### config.mk
export PLATFORM = sky130hd
export DESIGN_NAME = rot_shift_arbiter_flat
export DESIGN_NICKNAME = d
export VERILOG_FILES = /design/src/rtl/rot_shift_arbiter_if.sv /design/src/rtl/rot_shift_arbiter.sv /design/src/flat_wrapper.sv
export SDC_FILE = /design/constraint.sdc
export NUM_CORES = 1
export LEC_CHECK = 0
export ABC_CLOCK_PERIOD_IN_PS = 4210
export CORE_MARGIN = 4
export CORE_UTILIZATION = 40
export DETAILED_ROUTE_END_ITERATION = 10
export PLACE_DENSITY = 0.61
export SKIP_CTS_REPAIR_TIMING = 1
export SYNTH_ARGS = -nofsm -noshare
export SYNTH_HDL_FRONTEND = slang
export SYNTH_SLANG_ARGS = --single-unit
### constraint.sdc
create_clock -name clock -period 4.21 [get_ports clock]
set_input_delay 0.842 -clock clock [delete_from_list [all_inputs] [get_ports clock]]
set_output_delay 0.842 -clock clock [all_outputs]
set_load 0.005 [all_outputs]
### src/rtl/rot_shift_arbiter_if.sv
// rot_shift_arbiter_if: request/response bundle between the shift issuers and the shared rotator
interface rot_shift_arbiter_if #(
   parameter int NUM_REQ = 2,
   parameter int ID_W    = 1,
   parameter int DATA_W  = 32
);
   logic [NUM_REQ-1:0]        req_valid;
   logic [NUM_REQ-1:0]        req_ready;
   logic [3*NUM_REQ-1:0]      req_op;
   logic [DATA_W*NUM_REQ-1:0] req_data;
   logic [5*NUM_REQ-1:0]      req_amt;
   logic                      resp_valid;
   logic                      resp_ready;
   logic [DATA_W-1:0]         resp_data;
   logic [ID_W-1:0]           resp_id;
   logic                      resp_err;

   modport master (
      output req_valid, req_op, req_data, req_amt, resp_ready,
      input  req_ready, resp_valid, resp_data, resp_id, resp_err
   );

   modport slave (
      input  req_valid, req_op, req_data, req_amt, resp_ready,
      output req_ready, resp_valid, resp_data, resp_id, resp_err
   );
endinterface

### src/rtl/rot_shift_arbiter.sv
// rot_shift_arbiter: round-robin share of one 32-bit rotator; ROL/SHR/SHL/SHRA derived from ROR plus masking.
// Optional ROT_OPCOUNT_EN adds a saturating 16-bit count of completed responses (op_count).
module rot_shift_arbiter #(
   parameter int NUM_REQ = 2,
   parameter int ID_W    = 1,
   parameter int DATA_W  = 32
) (
   input logic                clock,
   input logic                clear,
   rot_shift_arbiter_if.slave bus
`ifdef ROT_OPCOUNT_EN
   ,
   output logic [15:0]        op_count
`endif
);
   typedef enum logic [1:0] {IDLE, EXEC, RESP} state_t;
   localparam logic [2:0] OP_ROR  = 3'd0;
   localparam logic [2:0] OP_ROL  = 3'd1;
   localparam logic [2:0] OP_SHR  = 3'd2;
   localparam logic [2:0] OP_SHL  = 3'd3;
   localparam logic [2:0] OP_SHRA = 3'd4;

   state_t              state, state_nxt;
   logic [ID_W-1:0]     rr, win, cand;
   logic                any_valid, hs;
   logic [2:0]          sel_op, op_q;
   logic [DATA_W-1:0]   sel_data, data_q;
   logic [4:0]          sel_amt, amt_q, rot_amt;
   logic [ID_W-1:0]     id_q;
   logic [2*DATA_W-1:0] rot_wide;
   logic [DATA_W-1:0]   rot, hi_mask, lo_mask, result;
   logic                err;
   logic [DATA_W-1:0]   resp_data_q;
   logic                resp_err_q;

   // Round-robin pick: first valid index at or after rr, plus a mux of that requester's operands
   always_comb begin
      win       = rr;
      cand      = rr;
      any_valid = 1'b0;
      sel_op    = '0;
      sel_data  = '0;
      sel_amt   = '0;
      for (int k = NUM_REQ - 1; k >= 0; k--) begin
         cand = ID_W'((int'(rr) + k) % NUM_REQ);
         if (bus.req_valid[cand]) begin
            win       = cand;
            any_valid = 1'b1;
         end
      end
      for (int i = 0; i < NUM_REQ; i++) begin
         if (win == ID_W'(i)) begin
            sel_op   = bus.req_op[3*i +: 3];
            sel_data = bus.req_data[DATA_W*i +: DATA_W];
            sel_amt  = bus.req_amt[5*i +: 5];
         end
      end
   end

   // FSM state register
   always_ff @(posedge clock or posedge clear) begin
      if (clear) state <= IDLE;
      else       state <= state_nxt;
   end

   // FSM next state and handshake outputs; grant is suppressed while clear is asserted
   always_comb begin
      state_nxt      = state;
      hs             = 1'b0;
      bus.req_ready  = '0;
      bus.resp_valid = 1'b0;
      case (state)
         IDLE: begin
            hs            = any_valid && !clear;
            bus.req_ready = hs ? NUM_REQ'(1) << win : '0;
            state_nxt     = hs ? EXEC : IDLE;
         end
         EXEC: state_nxt = RESP;
         RESP: begin
            bus.resp_valid = 1'b1;
            state_nxt      = bus.resp_ready ? IDLE : RESP;
         end
         default: state_nxt = IDLE;
      endcase
   end

   // Operand capture at the request handshake and round-robin pointer advance past the winner
   always_ff @(posedge clock or posedge clear) begin
      if (clear) begin
         rr     <= '0;
         op_q   <= '0;
         data_q <= '0;
         amt_q  <= '0;
         id_q   <= '0;
      end else if (hs) begin
         rr     <= (win == ID_W'(NUM_REQ - 1)) ? '0 : win + 1'b1;
         op_q   <= sel_op;
         data_q <= sel_data;
         amt_q  <= sel_amt;
         id_q   <= win;
      end
   end

   // Shared rotator: left rotations become right rotations by (32-a) mod 32, shifts mask the wrapped bits
   always_comb begin
      rot_amt  = (op_q == OP_ROL || op_q == OP_SHL) ? 5'd0 - amt_q : amt_q;
      rot_wide = {data_q, data_q} >> rot_amt;
      rot      = rot_wide[DATA_W-1:0];
      hi_mask  = ~({DATA_W{1'b1}} >> amt_q);
      lo_mask  = ~({DATA_W{1'b1}} << amt_q);
      err      = op_q > OP_SHRA;
      result   = (op_q == OP_ROR || op_q == OP_ROL) ? rot :
                 (op_q == OP_SHR)  ? rot & ~hi_mask :
                 (op_q == OP_SHL)  ? rot & ~lo_mask :
                 (op_q == OP_SHRA) ? (data_q[DATA_W-1] ? rot | hi_mask : rot & ~hi_mask) :
                 data_q;
   end

   // Result register, loaded once in EXEC and held through RESP
   always_ff @(posedge clock or posedge clear) begin
      if (clear) begin
         resp_data_q <= '0;
         resp_err_q  <= 1'b0;
      end else if (state == EXEC) begin
         resp_data_q <= result;
         resp_err_q  <= err;
      end
   end

   assign bus.resp_data = resp_data_q;
   assign bus.resp_err  = resp_err_q;
   assign bus.resp_id   = id_q;

`ifdef ROT_OPCOUNT_EN
   // Saturating count of completed response handshakes, illegal ops included
   always_ff @(posedge clock or posedge clear) begin
      if (clear)                                                         op_count <= '0;
      else if (state == RESP && bus.resp_ready && op_count != 16'hFFFF) op_count <= op_count + 16'd1;
   end
`endif
endmodule

### src/flat_wrapper.sv
// flat-port wrapper written by rule: the top's interface ports become plain ports
module rot_shift_arbiter_flat 
#(
   parameter int NUM_REQ = 2,
   parameter int ID_W    = 1,
   parameter int DATA_W  = 32
)
  (clock, clear, bus_req_valid, bus_req_op, bus_req_data, bus_req_amt, bus_resp_ready, bus_req_ready, bus_resp_valid, bus_resp_data, bus_resp_id, bus_resp_err);
  rot_shift_arbiter_if #(.NUM_REQ(NUM_REQ), .ID_W(ID_W), .DATA_W(DATA_W)) bus_i ();
  input logic clock;
  input logic clear;
  input wire logic [$bits(bus_i.req_valid)-1:0] bus_req_valid;
  input wire logic [$bits(bus_i.req_op)-1:0] bus_req_op;
  input wire logic [$bits(bus_i.req_data)-1:0] bus_req_data;
  input wire logic [$bits(bus_i.req_amt)-1:0] bus_req_amt;
  input wire logic [$bits(bus_i.resp_ready)-1:0] bus_resp_ready;
  output wire logic [$bits(bus_i.req_ready)-1:0] bus_req_ready;
  output wire logic [$bits(bus_i.resp_valid)-1:0] bus_resp_valid;
  output wire logic [$bits(bus_i.resp_data)-1:0] bus_resp_data;
  output wire logic [$bits(bus_i.resp_id)-1:0] bus_resp_id;
  output wire logic [$bits(bus_i.resp_err)-1:0] bus_resp_err;
  assign bus_i.req_valid = bus_req_valid;
  assign bus_i.req_op = bus_req_op;
  assign bus_i.req_data = bus_req_data;
  assign bus_i.req_amt = bus_req_amt;
  assign bus_i.resp_ready = bus_resp_ready;
  assign bus_req_ready = bus_i.req_ready;
  assign bus_resp_valid = bus_i.resp_valid;
  assign bus_resp_data = bus_i.resp_data;
  assign bus_resp_id = bus_i.resp_id;
  assign bus_resp_err = bus_i.resp_err;
  rot_shift_arbiter #(.NUM_REQ(NUM_REQ), .ID_W(ID_W), .DATA_W(DATA_W)) u_core (.clock(clock), .clear(clear), .bus(bus_i));
endmodule
======== Word-level counts from Yosys, hierarchy flattened ========
Index checks and enable logic that the tools add are counted.
operators by class
  add/sub/neg operators ................... 3
  order comparisons ....................... 3
  eq/ne operators ......................... 6
  shift-type cells ........................ 4
  multiplexer cells ....................... 25
  bitwise operators ....................... 7
  reduce and logical (&&, ||, !) cells .... 6
operator list
  cell                                                count
  2-to-1 mux 32 bit                                   6
  NOT 32 bit                                          4
  AND 32 bit                                          2
  right shift 64 x 5 -> 32 bit                        1
  bitwise OR 32 bit                                   1
  left shift 32 x 5 -> 32 bit, first input constant   1
  right shift 32 x 5 -> 32 bit, first input constant  1
  2-to-1 mux 1 bit                                    12
  2-to-1 mux 5 bit                                    2
  == test 3 x 2 -> 1 bit, second input constant       2
  2-to-1 mux 2 bit                                    3
  case mux 2 bit (3 select lines)                     1
  subtractor 1 x 5 -> 5 bit, first input constant     1
  < comparator 1 x 2 -> 1 bit, second input constant  2
  == test 3 x 1 -> 1 bit, second input constant       1
  == test 3 bit, second input constant                1
  > comparator 3 bit, second input constant           1
  zero test 3 bit                                     1
  2-to-1 mux 3 bit                                    1
  adder 1 bit, second input constant                  2
  == test 2 x 1 -> 1 bit, second input constant       1
  == test 2 bit, second input constant                1
  zero test 2 bit                                     1
  logical OR 1 bit                                    2
  other kinds (3)                                     3
storage, ports and cells
  register bits after elaboration ......... 77
  input port bits ......................... 85
  output and inout bits ................... 37
  logic and storage cells ................. 62

======== Logic depth before layout (Yosys ltp) ========
Gate-level depths: netlist (run 1).
  depth after elaboration ................. 10
  depth in mapped cells ................... 13
  depth with buffers taken out ............ 9

======== Worst setup path after synthesis (run 1) ========
No wires, ideal clock.
  kind .................................... register to register
  start point ............................. reg u_core.amt_q[0]
  end point ............................... reg u_core.resp_data_q[2], in the netlist u_core.bus.resp_data[2]
  library setup time ...................... 127 ps
  arrival ................................. 2964 ps
  data required time ...................... 4083 ps
  setup slack ............................. 1119 ps
  stages on the path, launching flop included .. 14
  buffers on the path ..................... 4
  clock period less this slack ............ 3091 ps
  cell sequence ........................... dfrtp_1 > clkbuf_1 > inv_1 > ha_1 > ha_1 > mux2i_2 > buf_6 > buf_2 > buf_2 > mux4_2 > mux2i_1 > mux2i_1 > mux2i_1 > o22ai_1
between the ends
  longest elaborated chain between the ends .. 9
  elaborated cells between the ends (all ways) .. 17
  those cells by class .................... add/sub: 1; shift: 3; mux: 6; bitwise: 7
RTL lines
  item                                                                       line                                                                          text
  from (decl)                                                                rot_shift_arbiter.sv:28                                                       logic [4:0] sel_amt, amt_q, rot_amt;
  from (signal assigned)                                                     rot_shift_arbiter.sv:99                                                       amt_q <= sel_amt;
  subtractor 1 x 5 -> 5 bit or right shift 32 x 5 -> 32 bit (tied branches)  rot_shift_arbiter.sv:106, rot_shift_arbiter.sv:109
  2-to-1 mux 5 bit or NOT 32 bit (tied branches)                             rot_shift_arbiter.sv:106, rot_shift_arbiter.sv:109
  right shift 64 x 5 -> 32 bit or NOT 32 bit (tied branches)                 rot_shift_arbiter.sv:107, rot_shift_arbiter.sv:113, rot_shift_arbiter.sv:115
  AND 32 bit or bitwise OR 32 bit (tied branches)                            rot_shift_arbiter.sv:113, rot_shift_arbiter.sv:115
  2-to-1 mux 32 bit (2 in a row)                                             rot_shift_arbiter.sv:115                                                      (op_q == OP_SHRA) ? (data_q[DATA_W-1] ? rot | hi_mask : rot & ~hi_mask) :
  2-to-1 mux 32 bit                                                          rot_shift_arbiter.sv:114                                                      (op_q == OP_SHL) ? rot & ~lo_mask :
  2-to-1 mux 32 bit                                                          rot_shift_arbiter.sv:113                                                      (op_q == OP_SHR) ? rot & ~hi_mask :
  2-to-1 mux 32 bit (*)                                                      rot_shift_arbiter.sv:112                                                      result = (op_q == OP_ROR || op_q == OP_ROL) ? rot :
  to (signal assigned)                                                       rot_shift_arbiter.sv:125                                                      resp_data_q <= result;
  to (decl)                                                                  rot_shift_arbiter.sv:33                                                       logic [DATA_W-1:0] resp_data_q;
Every way passes the cells marked *; elsewhere a longest branch is shown, timed or not.
A chain may end at the register's enable or synchronous reset.

======== Worst setup path after layout (run 1) ========
  start point ............................. in clear
  end point ............................... out bus_req_ready[1]
between the ends
  longest elaborated chain between the ends .. 4
RTL lines
  item                       line                     text
  from (decl)                flat_wrapper.sv:11       input logic clear;
  zero test 1 bit (no line)  -
  logical AND 1 bit          rot_shift_arbiter.sv:74  hs = any_valid && !clear;
  2-to-1 mux 2 bit           rot_shift_arbiter.sv:75  bus.req_ready = hs ? NUM_REQ'(1) << win : '0;
  2-to-1 mux 2 bit           rot_shift_arbiter.sv:72  case (state)
  to (decl)                  flat_wrapper.sv:17       output wire logic [$bits(bus_i.req_ready)-1:0] bus_req_ready;
Every way passes these cells.

==> impl_summary.log, run 1 <==
[metrics] area of the core: 16700 um^2
[metrics] setup tns final: 0 ns
[metrics] iteration-0 DRC count of the detailed router: 606
[metrics] weighted congestion at the end of routability-driven global placement: 0.975
[metrics] first-pass GRT wire length: 37900 um
[metrics] total standard cell area after synthesis: 6850 um^2
[metrics] Synth area leaders: dfrtp_1 (28%), mux2i_1 (24%), mux4_2 (11%), o21ai_0 (9.0%), nand2_1 (6.1%)
[metrics] crit path kind: in2out
[metrics] CP Data Arrival Time: 2.74 ns
[metrics] pin count of the biggest net entering global routing: 68
[metrics] share of flip-flops with an asynchronous set or reset after synthesis: 100%
[metrics] number of warning messages in the yosys log: 0
[metrics] maximum count of clock buffers along a single path: 2
[metrics] flops & latches, synth: 77
[metrics] post-detailed-placement half-perimeter wirelength: 17600 um
[metrics] IR Drop Worst-Case VDD: 563 uV
[metrics] overall routed net length: 24100 um
[metrics] final-layout fill cell count: 1598
[metrics] die width: 139 um
[metrics] vias per inst: 6.16
[metrics] instance area at placement: 8230 um^2
[metrics] global-route congestion overflow total: 0
[metrics] unrepaired setup endpoints after global routing: no
[metrics] clock power share: 9.6%
[metrics] most frequent standard cell in the layout excluding fill and tap cells: mux2i_1
[metrics] number of endpoints with negative hold slack in the final report: 0
[metrics] Finished Cell Area: 8540 um^2
[metrics] type of element capturing the critical path: output port
[metrics] largest clock skew in the final design: 0.00760 ns
[metrics] count of max-cap constraint violations: 0
[metrics] power density over cell area: 1050 nW/um^2
[metrics] Net Count, Synth: 875
[metrics] sinks on the clock net: 77
[metrics] via count: 6684
[metrics] number of buffer cells added on primary ports: 121
[metrics] cts bufs inserted: 9
[metrics] remaining antenna violation count after routing: 0
[metrics] clock period minus final worst setup slack: 3.58 ns
[metrics] cell type with the highest aggregate area in the netlist: dfrtp_1
[metrics] worst slew pin tran: 1.01 ns
[metrics] share of final-layout standard cells stronger than drive strength 1: 9.13%
[metrics] result of the run: completed
[metrics] fin. max-slew vios: 0
[metrics] total global-route track usage: 24.7%
[metrics] deepest level of the CTS H-tree: 3
[metrics] total area of sequential cells: 1930 um^2
[metrics] sequential group share of total power: 19.4%
[metrics] die outline area: 19300 um^2
[metrics] leading register cell type out of synthesis: dfrtp_1
[metrics] Critical Path Source Type: primary input
[metrics] Logic pwr share: 71.0%
[metrics] fmax: 0.279 GHz
[metrics] total power: 8.94 mW
[metrics] fraction of power spent switching nets: 50.8%
[metrics] cell count after synthesis: 786
[metrics] Post-synth EDFFs: 0
[metrics] post-synth cell types: 41
[metrics] area taken by multi-input logic gates: 4620 um^2
[metrics] switching power: 4.54 mW
[metrics] type of the worst min-delay path: reg2reg
[metrics] Post-route DRC: 0
[metrics] antenna violations before repair: 0
[metrics] FP Rows: 47
[metrics] clock slew at reported path FFs: 0.06 ns
[metrics] initial core utilization: 41.0%
[metrics] mean post-synth cell area: 8.72 um^2
[metrics] Cells after DPL: 1069
[metrics] max-slew headroom at the worst pin: 32.4%
[metrics] static leakage power: 3.69 nW
[metrics] number of primary I/O pins: 122
[metrics] final core utilization: 51.1%
[metrics] # nets final: 949
[metrics] number of optimization iterations in the first detailed-route pass: 8
[metrics] via count of the first global-routing pass: 6557
[metrics] internal power: 4.40 mW
[metrics] maximum fanout count along the critical path: 19
[metrics] leading cell types in the layout, fill and taps excluded: mux2i_1 (160), o21ai_0 (122), clkdlybuf4s50_1 (121)
[metrics] insertion delay of the later-clocked pin in the worst-skew pair: 0.35 ns
[metrics] sequential-to-total area share from yosys stat: 28.1%
[metrics] CTS root buf: clkbuf_16
[metrics] count of non-filler cells in the finished layout: 1085
[metrics] routed wirelength normalized by instance count: 22.2 um
[metrics] setup violation total in the final timing report: 0
[metrics] clock tree from TritonCTS: done
[metrics] Final period util: 85.1%
[metrics] height of the die: 139 um
[metrics] data required time of the critical path: 3.37 ns
[metrics] layout overhead on the synthesized area: 24.6%
[metrics] Synth top area share: 28.1%
[metrics] n_diodes: 0
-- registers in the layout, summed over array words and instances (netlist names) --
signal,count
u_core.bus.resp_id,1
u_core.data_q,32
u_core.state,2
u_core.bus.resp_data,32
u_core.rr,1
u_core.amt_q,5
u_core.op_q,3
u_core.bus.resp_err,1
-- stage by stage --
step | setup slack (ns) | hold WS [ns]
2_1_floorplan | 1.12 | 0.454
3_3_place_gp | 0.628 | 0.471
3_5_place_dp | 0.596 | 0.472
4_1_cts | 0.579 | 0.490
5_1_grt | 0.507 | 0.516
6_report | 0.626 | 0.483
-- cell usage after synthesis (all sizes together), types with 5 or more instances --
cell    instances
nor2           24
mux4           33
dfrtp          77
inv            10
o22ai          24
nor2b           6
nand2b          5
a22oi          22
buf            26
mux2i         162
nand2         112
a21oi          61
clkbuf         50
a21boi          7
o21ai         123
-- routing by layer --
| metal | GRT usage (%) | up-vias | routed length, um |
|---|---|---|---|
| li1 | - | 3050 | - |
| met1 | 34.1 | 3238 | 10200 |
| met2 | 39.3 | 355 | 11200 |
| met3 | 4.48 | 41 | 2000 |
| met4 | 8.08 | 0 | 673 |
| met5 | 0 | - | 0 |
-- worst paths after layout --
check                      cells past startpoint                            from                                   end  slack, ns
setup / recovery                               5                           clear                      bus_req_ready[1]       0.63
hold / removal                                 1  u_core.bus.resp_id$_DFFE_PP0P_        u_core.bus.resp_id$_DFFE_PP0P_       0.48
setup reg to reg                               9     u_core.amt_q[2]$_DFFE_PP0P_  u_core.bus.resp_data[31]$_DFFE_PP0N_       0.79
hold reg to reg                                1  u_core.bus.resp_id$_DFFE_PP0P_        u_core.bus.resp_id$_DFFE_PP0P_       0.48
max in group asynchronous                      3                           clear           u_core.amt_q[0]$_DFFE_PP0P_       2.82
min in group asynchronous                      3                           clear   u_core.bus.resp_data[7]$_DFFE_PP0N_       0.98
-- power groups by stage --
stage	logic (mW)	clock network (mW)	registers (mW)
after floorplan	4.49	0	1.43
final	6.35	0.855	1.74
after global routing	6.85	0.907	1.78
after global placement	6.18	0	1.70
after detailed placement	6.28	0	1.73
after CTS	6.30	0.876	1.72
-- cells by family after synthesis --
family	synth area share [%]
flops	28.1
simple gates	9.82
fa+ha+maj	0.876
xor+xnor	0.511
buf+inv	5.20
compound gates	20.9
mux	34.6
-- final cells by class --
type                            count  area share, %
Multi-Input combinational cell    622           54.1
Inverter                           11          0.483
Sequential cell                    77           22.6
Tap cell                          220           3.22
Clock inverter                      6           1.03
Clock buffer                       10           2.68
Timing Repair Buffer              139           15.9
-- critical path: stages --
cell and delay, ns:
clkdlybuf4s50_1 0.44, nor3_1 0.41, o21ai_4 0.23, nor2b_1 0.27, clkdlybuf4s50_1 0.56
(Power assumes the default switching activity.)
==> inputs of run 2 (changes only) <==
ABC_CLOCK_PERIOD_IN_PS = 3500   (was 4210)
clock period = 3.5 ns   (was 4.21 ns; I/O delays follow)
==> impl_summary.log, run 2 (synthesized netlist as in run 1, its figures left out) <==
[metrics] total global-route track usage: 25.0% (+0.30 points)
[metrics] setup tns final: 0 ns (unchanged)
[metrics] unrepaired setup endpoints after global routing: no
[metrics] clock slew at reported path FFs: 0.07 ns (about the same)
[metrics] initial core utilization: 41.0% (unchanged)
[metrics] type of element capturing the critical path: output port
[metrics] Post-route DRC: 0 (unchanged)
[metrics] FP Rows: 47 (unchanged)
[metrics] count of max-cap constraint violations: 0 (unchanged)
[metrics] area of the core: 16700 um^2 (unchanged)
[metrics] static leakage power: 3.70 nW (+0.32%)
[metrics] instance area at placement: 8290 um^2 (+0.79%)
[metrics] number of optimization iterations in the first detailed-route pass: 6 (-2)
[metrics] type of the worst min-delay path: reg2reg
[metrics] total area of sequential cells: 1930 um^2 (unchanged)
[metrics] die outline area: 19300 um^2 (unchanged)
[metrics] most frequent standard cell in the layout excluding fill and tap cells: mux2i_1
[metrics] routed wirelength normalized by instance count: 22.0 um (-0.79%)
[metrics] sinks on the clock net: 77 (unchanged)
[metrics] height of the die: 139 um (unchanged)
[metrics] maximum count of clock buffers along a single path: 2 (unchanged)
[metrics] fin. max-slew vios: 0 (unchanged)
[metrics] share of final-layout standard cells stronger than drive strength 1: 9.86% (+0.73 points)
[metrics] via count of the first global-routing pass: 6747 (+2.9%)
[metrics] post-detailed-placement half-perimeter wirelength: 17600 um (-0.15%)
[metrics] total power: 10.7 mW (+19%)
[metrics] final-layout fill cell count: 1579 (-1.2%)
[metrics] overall routed net length: 24100 um (-0.15%)
[metrics] clock tree from TritonCTS: done
[metrics] layout overhead on the synthesized area: 25.0%
[metrics] deepest level of the CTS H-tree: 3 (unchanged)
[metrics] # nets final: 956 (+0.74%)
[metrics] fmax: 0.317 GHz
[metrics] Finished Cell Area: 8570 um^2 (+0.28%)
[metrics] global-route congestion overflow total: 0 (unchanged)
[metrics] area taken by multi-input logic gates: 4620 um^2 (unchanged)
[metrics] iteration-0 DRC count of the detailed router: 642 (+5.9%)
[metrics] Final period util: 90.2%
[metrics] crit path kind: in2out
[metrics] worst slew pin tran: 0.809 ns (-0.205 ns)
[metrics] data required time of the critical path: 2.80 ns (-0.57 ns)
[metrics] largest clock skew in the final design: 0.00723 ns (-0.000368 ns)
[metrics] remaining antenna violation count after routing: 0 (unchanged)
[metrics] vias per inst: 6.21 (+0.85%)
[metrics] number of primary I/O pins: 122 (unchanged)
[metrics] insertion delay of the later-clocked pin in the worst-skew pair: 0.36 ns (about the same)
[metrics] via count: 6784 (+1.5%)
[metrics] n_diodes: 0 (unchanged)
[metrics] pin count of the biggest net entering global routing: 65 (-4.4%)
[metrics] CTS root buf: clkbuf_16
[metrics] result of the run: completed
[metrics] cts bufs inserted: 9 (unchanged)
[metrics] IR Drop Worst-Case VDD: 554 uV (-1.6%)
[metrics] leading cell types in the layout, fill and taps excluded: mux2i_1 (160), o21ai_0 (122), clkdlybuf4s50_1 (121)
[metrics] maximum fanout count along the critical path: 11 (-8)
[metrics] number of endpoints with negative hold slack in the final report: 0 (unchanged)
[metrics] power density over cell area: 1250 nW/um^2 (+19%)
[metrics] max-slew headroom at the worst pin: 46.0% (+14 points)
[metrics] Critical Path Source Type: primary input
[metrics] number of buffer cells added on primary ports: 121 (unchanged)
[metrics] setup violation total in the final timing report: 0 (unchanged)
[metrics] antenna violations before repair: 0 (unchanged)
[metrics] clock period minus final worst setup slack: 3.16 ns
[metrics] first-pass GRT wire length: 38300 um (+1.0%)
[metrics] CP Data Arrival Time: 2.46 ns (-0.28 ns)
[metrics] die width: 139 um (unchanged)
[metrics] weighted congestion at the end of routability-driven global placement: 0.927 (-5.0%)
[metrics] final core utilization: 51.3% (+0.14 points)
-- run 2: critical path: stages --
cell and delay (ns):
clkdlybuf4s50_1 0.54, maj3_2 0.39, nor2b_1 0.28, clkdlybuf4s50_1 0.55
-- run 2: final timing paths --
path                       slack, ns                       startpoint                                   end  cells past startpoint
hold / removal                  0.48  u_core.bus.resp_err$_DFFE_PP0N_       u_core.bus.resp_err$_DFFE_PP0N_                      2
min in group asynchronous       0.59                            clear             u_core.state[0]$_DFF_PP0_                      2
max in group asynchronous       2.15                            clear           u_core.amt_q[0]$_DFFE_PP0P_                      3
setup reg to reg                0.41      u_core.amt_q[1]$_DFFE_PP0P_  u_core.bus.resp_data[31]$_DFFE_PP0N_                     10
setup / recovery                0.34                 bus_req_valid[1]                      bus_req_ready[1]                      4
hold reg to reg                 0.48  u_core.bus.resp_err$_DFFE_PP0N_       u_core.bus.resp_err$_DFFE_PP0N_                      2
-- run 2: final cells by class --
cell class | instances | area share, %
inverter | 11 | 0.482
timing repair buffer | 146 | 16.6
clock inverter | 6 | 0.540
multi-input combinational | 622 | 54.0
clock buffer | 10 | 2.67
tap | 220 | 3.21
sequential | 77 | 22.5
-- run 2: through the flow --
step,std cells,worst slack [ns],hold slack [ns]
global route,1092,0.263,0.528
floorplan,786,0.409,0.454
detailed placement,1076,0.297,0.474
global placement,1076,0.314,0.466
CTS,1092,0.281,0.489
finish,1092,0.343,0.484
-- run 2: per-layer routing --
| metal | GRT usage, % | routed length, um | vias up |
|---|---|---|---|
| met4 | 8.96 | 725 | 0 |
| met3 | 6.38 | 2020 | 45 |
| met5 | 0 | 0 | - |
| li1 | - | - | 3059 |
| met1 | 33.7 | 10100 | 3304 |
| met2 | 39.0 | 11200 | 376 |
-- run 2: report_power, final --
| part | switching [mW] | internal (mW) | total (mW) |
|---|---|---|---|
| sequential | 0.742 | 1.33 | 2.07 |
| combinational | 4.27 | 3.43 | 7.70 |
| clock | 0.420 | 0.485 | 0.906 |
| total | 5.43 | 5.24 | 10.7 |
